--- src/rtl/chain_score_max.sv ---
// Chaining max-reduction: f[i] = max(init_score, max_j(f[j]+score(i,j))), winning predecessor p[i].
// Latency: 2 edges from last candidate accept to out_valid (1 edge on the no_pred path); one candidate per cycle.
// Backpressure: cand_ready only in ACCUM; result held stable in HOLD until out_ready. Optional macro CHAIN_SAT_EN saturates the stage-1 add.
module chain_score_max #(
  parameter int MAX_PRED = 64,
  parameter int IDX_W    = 16
) (
  input  logic                    clk,
  input  logic                    reset,
  input  logic                    start,
  input  logic                    no_pred,
  input  logic signed [31:0]      init_score,
  input  logic                    cand_valid,
  output logic                    cand_ready,
  input  logic signed [31:0]      cand_score,
  input  logic signed [31:0]      cand_f,
  input  logic [IDX_W-1:0]        cand_idx,
  input  logic                    cand_last,
  output logic                    out_valid,
  input  logic                    out_ready,
  output logic signed [31:0]      out_f,
  output logic [IDX_W-1:0]        out_p,
  output logic                    out_ovf,
  output logic                    busy
);

  // Counter must reach MAX_PRED+1 so the overflow condition stays visible.
  localparam int CNT_W = $clog2(MAX_PRED + 2);
  localparam logic [CNT_W-1:0] CNT_MAX = CNT_W'(MAX_PRED);
  localparam logic [CNT_W-1:0] CNT_SAT = CNT_W'(MAX_PRED + 1);

  typedef enum logic [1:0] {
    IDLE  = 2'd0,
    ACCUM = 2'd1,
    DRAIN = 2'd2,
    HOLD  = 2'd3
  } state_t;

  state_t             state;
  logic signed [31:0] best;
  logic [IDX_W-1:0]   best_p;
  logic [CNT_W-1:0]   cnt;
  logic               ovf;

  // Stage-1 register: s1_occ marks an in-flight candidate, s1_valid says it
  // falls inside the predecessor window and may compete for the max.
  logic               s1_occ;
  logic               s1_valid;
  logic signed [31:0] s1_sum;
  logic [IDX_W-1:0]   s1_idx;

  logic               accept;
  logic signed [31:0] add_wrap;
  logic signed [31:0] add_res;

  assign cand_ready = (state == ACCUM);
  assign accept     = cand_valid && cand_ready;
  assign out_valid  = (state == HOLD);
  assign busy       = (state != IDLE);
  assign out_f      = best;
  assign out_p      = best_p;
  assign out_ovf    = ovf;

  assign add_wrap = cand_f + cand_score;

`ifdef CHAIN_SAT_EN
  logic add_ovf;
  // Signed overflow: operands share a sign that the wrapped sum does not.
  assign add_ovf = (cand_f[31] == cand_score[31]) && (add_wrap[31] != cand_f[31]);

  // Clamp the candidate sum to the signed 32-bit range on overflow.
  always_comb begin
    add_res = add_wrap;
    if (add_ovf) begin
      add_res = cand_f[31] ? 32'sh8000_0000 : 32'sh7FFF_FFFF;
    end
  end
`else
  assign add_res = add_wrap;
`endif

  // Control FSM plus the two-stage accumulate datapath; one accumulator, so
  // stage 2 always compares against the current best without hazards.
  always_ff @(posedge clk or negedge reset) begin
    if (!reset) begin
      state    <= IDLE;
      best     <= '0;
      best_p   <= '1;
      cnt      <= '0;
      ovf      <= 1'b0;
      s1_occ   <= 1'b0;
      s1_valid <= 1'b0;
      s1_sum   <= '0;
      s1_idx   <= '0;
    end else begin
      // Stage 1: register the sum and window membership on accept.
      s1_occ <= accept;
      if (accept) begin
        s1_sum   <= add_res;
        s1_idx   <= cand_idx;
        s1_valid <= (cnt < CNT_MAX);
        if (cnt != CNT_SAT) begin
          cnt <= cnt + 1'b1;
        end
        if (cnt >= CNT_MAX) begin
          ovf <= 1'b1;
        end
      end

      // Stage 2: strict compare keeps the earlier (nearer) candidate on ties.
      if (s1_occ && s1_valid && (s1_sum > best)) begin
        best   <= s1_sum;
        best_p <= s1_idx;
      end

      case (state)
        IDLE: begin
          if (start) begin
            best   <= init_score;
            best_p <= '1;
            cnt    <= '0;
            ovf    <= 1'b0;
            state  <= no_pred ? HOLD : ACCUM;
          end
        end
        ACCUM: begin
          if (accept && cand_last) begin
            state <= DRAIN;
          end
        end
        DRAIN: begin
          // Last candidate's stage 2 finishes on the edge that clears s1_occ.
          if (!s1_occ) begin
            state <= HOLD;
          end
        end
        HOLD: begin
          if (out_ready) begin
            state <= IDLE;
          end
        end
        default: state <= IDLE;
      endcase
    end
  end

endmodule
--- config.mk ---
export PLATFORM = sky130hd
export DESIGN_NAME = chain_score_max
export DESIGN_NICKNAME = d
export VERILOG_FILES = /design/src/rtl/chain_score_max.sv
export SDC_FILE = /design/constraint.sdc
export NUM_CORES = 1
export LEC_CHECK = 0
export ABC_CLOCK_PERIOD_IN_PS = 3700
export CAP_MARGIN = 25
export CORE_MARGIN = 2
export CORE_UTILIZATION = 30
export CTS_CLUSTER_DIAMETER = 100
export DETAILED_ROUTE_END_ITERATION = 8
export SETUP_SLACK_MARGIN = 0.1
export SYNTH_ARGS = -nofsm -noshare
export SYNTH_HDL_FRONTEND = slang
export SYNTH_SLANG_ARGS = --single-unit
--- constraint.sdc ---
create_clock -name clk -period 3.7 [get_ports clk]
set_input_delay 0.555 -clock clk [delete_from_list [all_inputs] [get_ports clk]]
set_output_delay 0.555 -clock clk [all_outputs]
set_load 0.02 [all_outputs]
# --- Word level (Yosys, flattened, before mapping) ---
# Cells that the tools add are included.
totals:
  in_bits: 119
  latch_bits: 0
  mem_bits_rw: 0
  register_bits: 108
  out_inout_bits: 52
  elab_cells: 49
  rom_bits: 0
  memories: 0
op_classes:
  n_reduce_logical: 7
  n_lt_le_gt_ge: 3
  n_shift: 0
  n_eq_ne: 8
  multipliers: 0
  muxes: 20
  add_sub_neg: 2
  n_bitwise: 0
  n_div: 0
ops:
  columns: ["op", "n"]
  rows:
  - ["$mux W32", 3]
  - ["$mux W16", 3]
  - ["$add A32 B32 Y32", 1]
  - ["$gt A32 B32 Y1", 1]
  - ["$mux W7", 4]
  - ["$mux W2", 5]
  - ["$pmux W2 S4", 1]
  - ["$add A7 B1 Y7 const B", 1]
  - ["$ge A7 B7 Y1 const B", 1]
  - ["$lt A7 B7 Y1 const B", 1]
  - ["$ne A7 B7 Y1 const B", 1]
  - ["$eq A2 B2 Y1 const B", 2]
  - ["$logic_and A1 B1 Y1", 4]
  - ["$mux W1", 4]
  - ["$ne A2 B1 Y1 const B", 2]
  - ["$ne A2 B2 Y1 const B", 2]
  - ["$reduce_and A4 Y1", 1]
  - ["$eq A2 B1 Y1 const B", 1]
  - ["$logic_not A2 Y1", 1]
  - ["$reduce_bool A2 Y1", 1]

# --- Depth between registers and ports, before layout ---
logic_depth:
  word_depth: 5
  depth_mapped: 11

# --- Least setup slack after synthesis ---
# OpenSTA, ideal clock, no wires.
synth_path:
  kind: "input to register"
  startpoint: "input port cand_score[0]"
  endpoint: "register s1_sum[16]"
  stages: 10
  arrival_time_ns: 2.438
  n_path_buf: 0
  setup_slack_ns: 1.136
  path_cell_list: "ha_1 -> inv_1 -> fa_1 -> nand2b_1 -> a21oi_1 -> o21ai_0 -> a21boi_1 -> nor2_1 -> o2111a_1 -> a221o_1"
synth_between:
  elab_chain_len: 1
synth_lines:
  columns: ["item", "line_no", "rtl"]
  rows:
  - ["from (decl)", "15", "input logic signed [31:0] cand_score,"]
  - ["$add A32 B32 Y32", "64", "assign add_wrap = cand_f + cand_score;"]
  - ["to (signal assigned)", "99", "s1_sum <= add_res;"]
  - ["to (decl)", "49", "logic signed [31:0] s1_sum;"]
# Every way passes these cells.
# A chain may end at the register's enable or synchronous reset.

# --- Final worst setup path ---
layout_path:
  startpoint: "input port cand_score[0]"
  endpoint: "register s1_sum[24]"
# The elaborated chain is that of the path after synthesis.

==> results_dict.tcl <==
set metrics [dict create \
    status "finished clean" \
    critPathMaxFanout 5 \
    vias 6884 \
    min_path_type "input port to async pin" \
    ys_seq_area_share_pct 36.15 \
    insertion_delay_ps 360 \
    power.total_mw 7.087 \
    grt_pass1_vias 6650 \
    grt_max_degree 87 \
    worstReg2RegEnd "out_p[14]$_DFF_PN1_" \
    final_util_pct 40.37 \
    drt-pass1-iter-count 7 \
    post-route-drc-count 0 \
    path_clk_slew_ps 80 \
    cts_tree "built" \
    reg2regPathDepth 10 \
    async_flop_share_pct 100.0 \
    grt_antenna_before_repair 0 \
    synth_cell_types 64 \
    clock_path_buffers 2 \
    timing.fmax_mhz 322.1 \
    r2r_slack_ps 760 \
    rsz0062_at_grt "false" \
    finalSetupViolCount 0 \
    powerDensity_nw_per_um2 717.7 \
    vdd_drop_max_mv 0.5392 \
    reg2reg_from "out_f[12]$_DFF_PN0_" \
    antenna_left 0 \
    yosysTopAreaCell "dfrtp_1" \
    n_fill_cell 2479 \
    drt_iter0_markers 430 \
    maxCapViolations 0 \
    numCtsBuffers 9 \
    gr-usage-all-layers_pct 16.64 \
    end_kind "register" \
    crit_type "input port to register" \
    io_buffers 170 \
    critPathArrivalTime_ps 3400 \
    worstMarginPinSlew_ps 767.6 \
    post_drt_wl_per_cell_um 16.37 \
    syn-num-nets 1059 \
    cts_resized 0 \
    postCtsSetupBuffers 0 \
    crit_required_ps 4000 \
    finalCritPeriodShare_pct 83.91 \
    root_buffer "clkbuf_16" \
    synth_area_um2 7532 \
    initial_core_util_pct 30.79 \
    die_w_um 162.5 \
    fin_nets 1198 \
    overflow 0 \
    maxSlewViolCount 0 \
    routed_wirelength_mm 21.89 \
    synth_flop_cell "dfrtp_1" \
    grt_pass1_wl_mm 35.13 \
    period_needed_ps 3105 \
    yosys_warnings 0 \
    cp-start-kind "input port" \
    synthToLayoutAreaGrowth_pct 31.10 \
    htree_levels 3 \
    ys_ff_latch 108 \
    gp_congestion 0.8786 \
    drive_above_1_share_pct 5.726 \
    clock_sinks 108 \
    fin_skew_ps 12.09 \
    hpwl_mm 16.31 \
    synth.area.top_cells "dfrtp_1 31%, ha_1 12%, nand2_1 6.6%, dfstp_2 5.6%, a211o_1 3.8%" \
    leakage_nw 4.278 \
    die_area_um2 26390 \
    core_um2 24460 \
    hold_viol 0 \
    die_h_um 162.5 \
    viasPerCell 5.149 \
    io_pins 171 \
    synthCells 869 \
    maxSlewHeadroom_pct 48.71 \
    setup_tns_ps 0 \
    synth_top_cell_area_share_pct 30.56 \
    ctsHoldBuffers 0 \
    diodes 0 \
    syn_area_per_cell_um2 8.668 \
    rows 57 \
    synth_edf_count 0 \
]
==> cells by family after synthesis <==
group,synth area share [%]
adder cells (fa/ha/maj),11.89
AND/OR/NAND/NOR,20.13
buffers and inverters,5.681
XOR/XNOR,2.558
AO/OA/AOI/OAI,23.19
flip-flops,36.15
multiplexers,0.3987
==> metrics by stage <==
stage | cell area, um^2 | hold slack [ps] | std cells | setup slack, ps
2_1_floorplan | 7532 | 259.4 | 869 | 1136
3_3_place_gp | 9572 | 457.1 | 1321 | 337.0
3_5_place_dp | 9572 | 467.3 | 1321 | 284.1
4_1_cts | 9874 | 242.0 | 1337 | 642.3
5_1_grt | 9874 | 269.7 | 1337 | 363.0
6_report | 9874 | 221.6 | 1337 | 595.4
==> sequential cells by signal (all words and copies together), names as in the netlist <==
name,cells
cnt,7
out_f,32
out_ovf,1
s1_sum,32
state,2
s1_valid,1
out_p,16
s1_occ,1
s1_idx,16
==> routing by layer <==
metal	track usage, %	routed length (um)	part of all wire (%)
met3	1.681	923	4.2
met5	0	0	0
met4	5.551	397	1.8
met1	25.44	11430	52
met2	24.37	9142	42
==> power by group <==
group | switching, mW | leakage, nW | total [mW] | internal (mW)
registers | 0.421 | 1.32 | 2.16 | 1.74
clock network | 0.497 | 0.146 | 0.992 | 0.495
logic | 2.28 | 2.81 | 3.93 | 1.65
total | 3.20 | 4.28 | 7.09 | 3.89
==> worst max-delay path by stage <==
stage               cells after the start                     end     startpoint  slack [ps]
floorplan                              10  s1_sum[16]$_DFFE_PN0P_  cand_score[0]        1140
global placement                       12  s1_sum[18]$_DFFE_PN0P_  cand_score[0]         340
detailed placement                     12  s1_sum[24]$_DFFE_PN0P_  cand_score[0]         280
CTS                                    12  s1_sum[24]$_DFFE_PN0P_  cand_score[0]         640
global route                           12  s1_sum[24]$_DFFE_PN0P_      cand_f[0]         360
finish                                 12  s1_sum[24]$_DFFE_PN0P_  cand_score[0]         600
==> synth_stat cells (all sizes together), types with 4 or more instances <==
library cell	instances
dfrtp	92
nand3	53
o21ai	47
nand2b	7
a311o	17
dfstp	16
or3	5
nand4	44
a21boi	20
nor3b	4
xnor2	8
buf	18
o31ai	4
o211ai	9
a31oi	6
a211o	33
o21a	7
nand2	132
xor2	14
a211oi	11
a21o	15
and2	4
clkbuf	35
a221oi	5
a21oi	45
and3	7
ha	70
nand3b	5
nor2	35
nor3	11
inv	53
==> placed cells by master, fill, tap and decap left out, types with 16 or more instances in the layout <==
master / n
nor2_1: 34
nand2_1: 131
a311o_1: 17
a211o_1: 33
dfrtp_1: 92
nand3_1: 53
clkdlybuf4s50_1: 169
dfstp_2: 16
inv_1: 53
nand4_1: 44
ha_1: 70
o21ai_0: 47
a21boi_0: 18
a21oi_1: 44
==> cell type report <==
cell class	count	area (um^2)	area share, %
multi-input cells	654	4397	44.53
flip-flops and latches	108	2723	27.57
repair buffers	181	1844	18.68
well taps	324	405.4	4.105
clock buffers	10	239.0	2.420
inverters	54	202.7	2.053
clock inverters	6	63.81	0.6462
==> worst max-delay path, stage by stage <==
cell and delay (ps):
clkdlybuf4s50_1 460, ha_1 210, inv_1 70, fa_1 410
nand2b_1 200, a21oi_1 230, o21ai_0 230, a21boi_1 180
buf_4 160, o21ai_0 100, a2111oi_0 430, or3_1 170
Power figures use the tool's default switching activity.
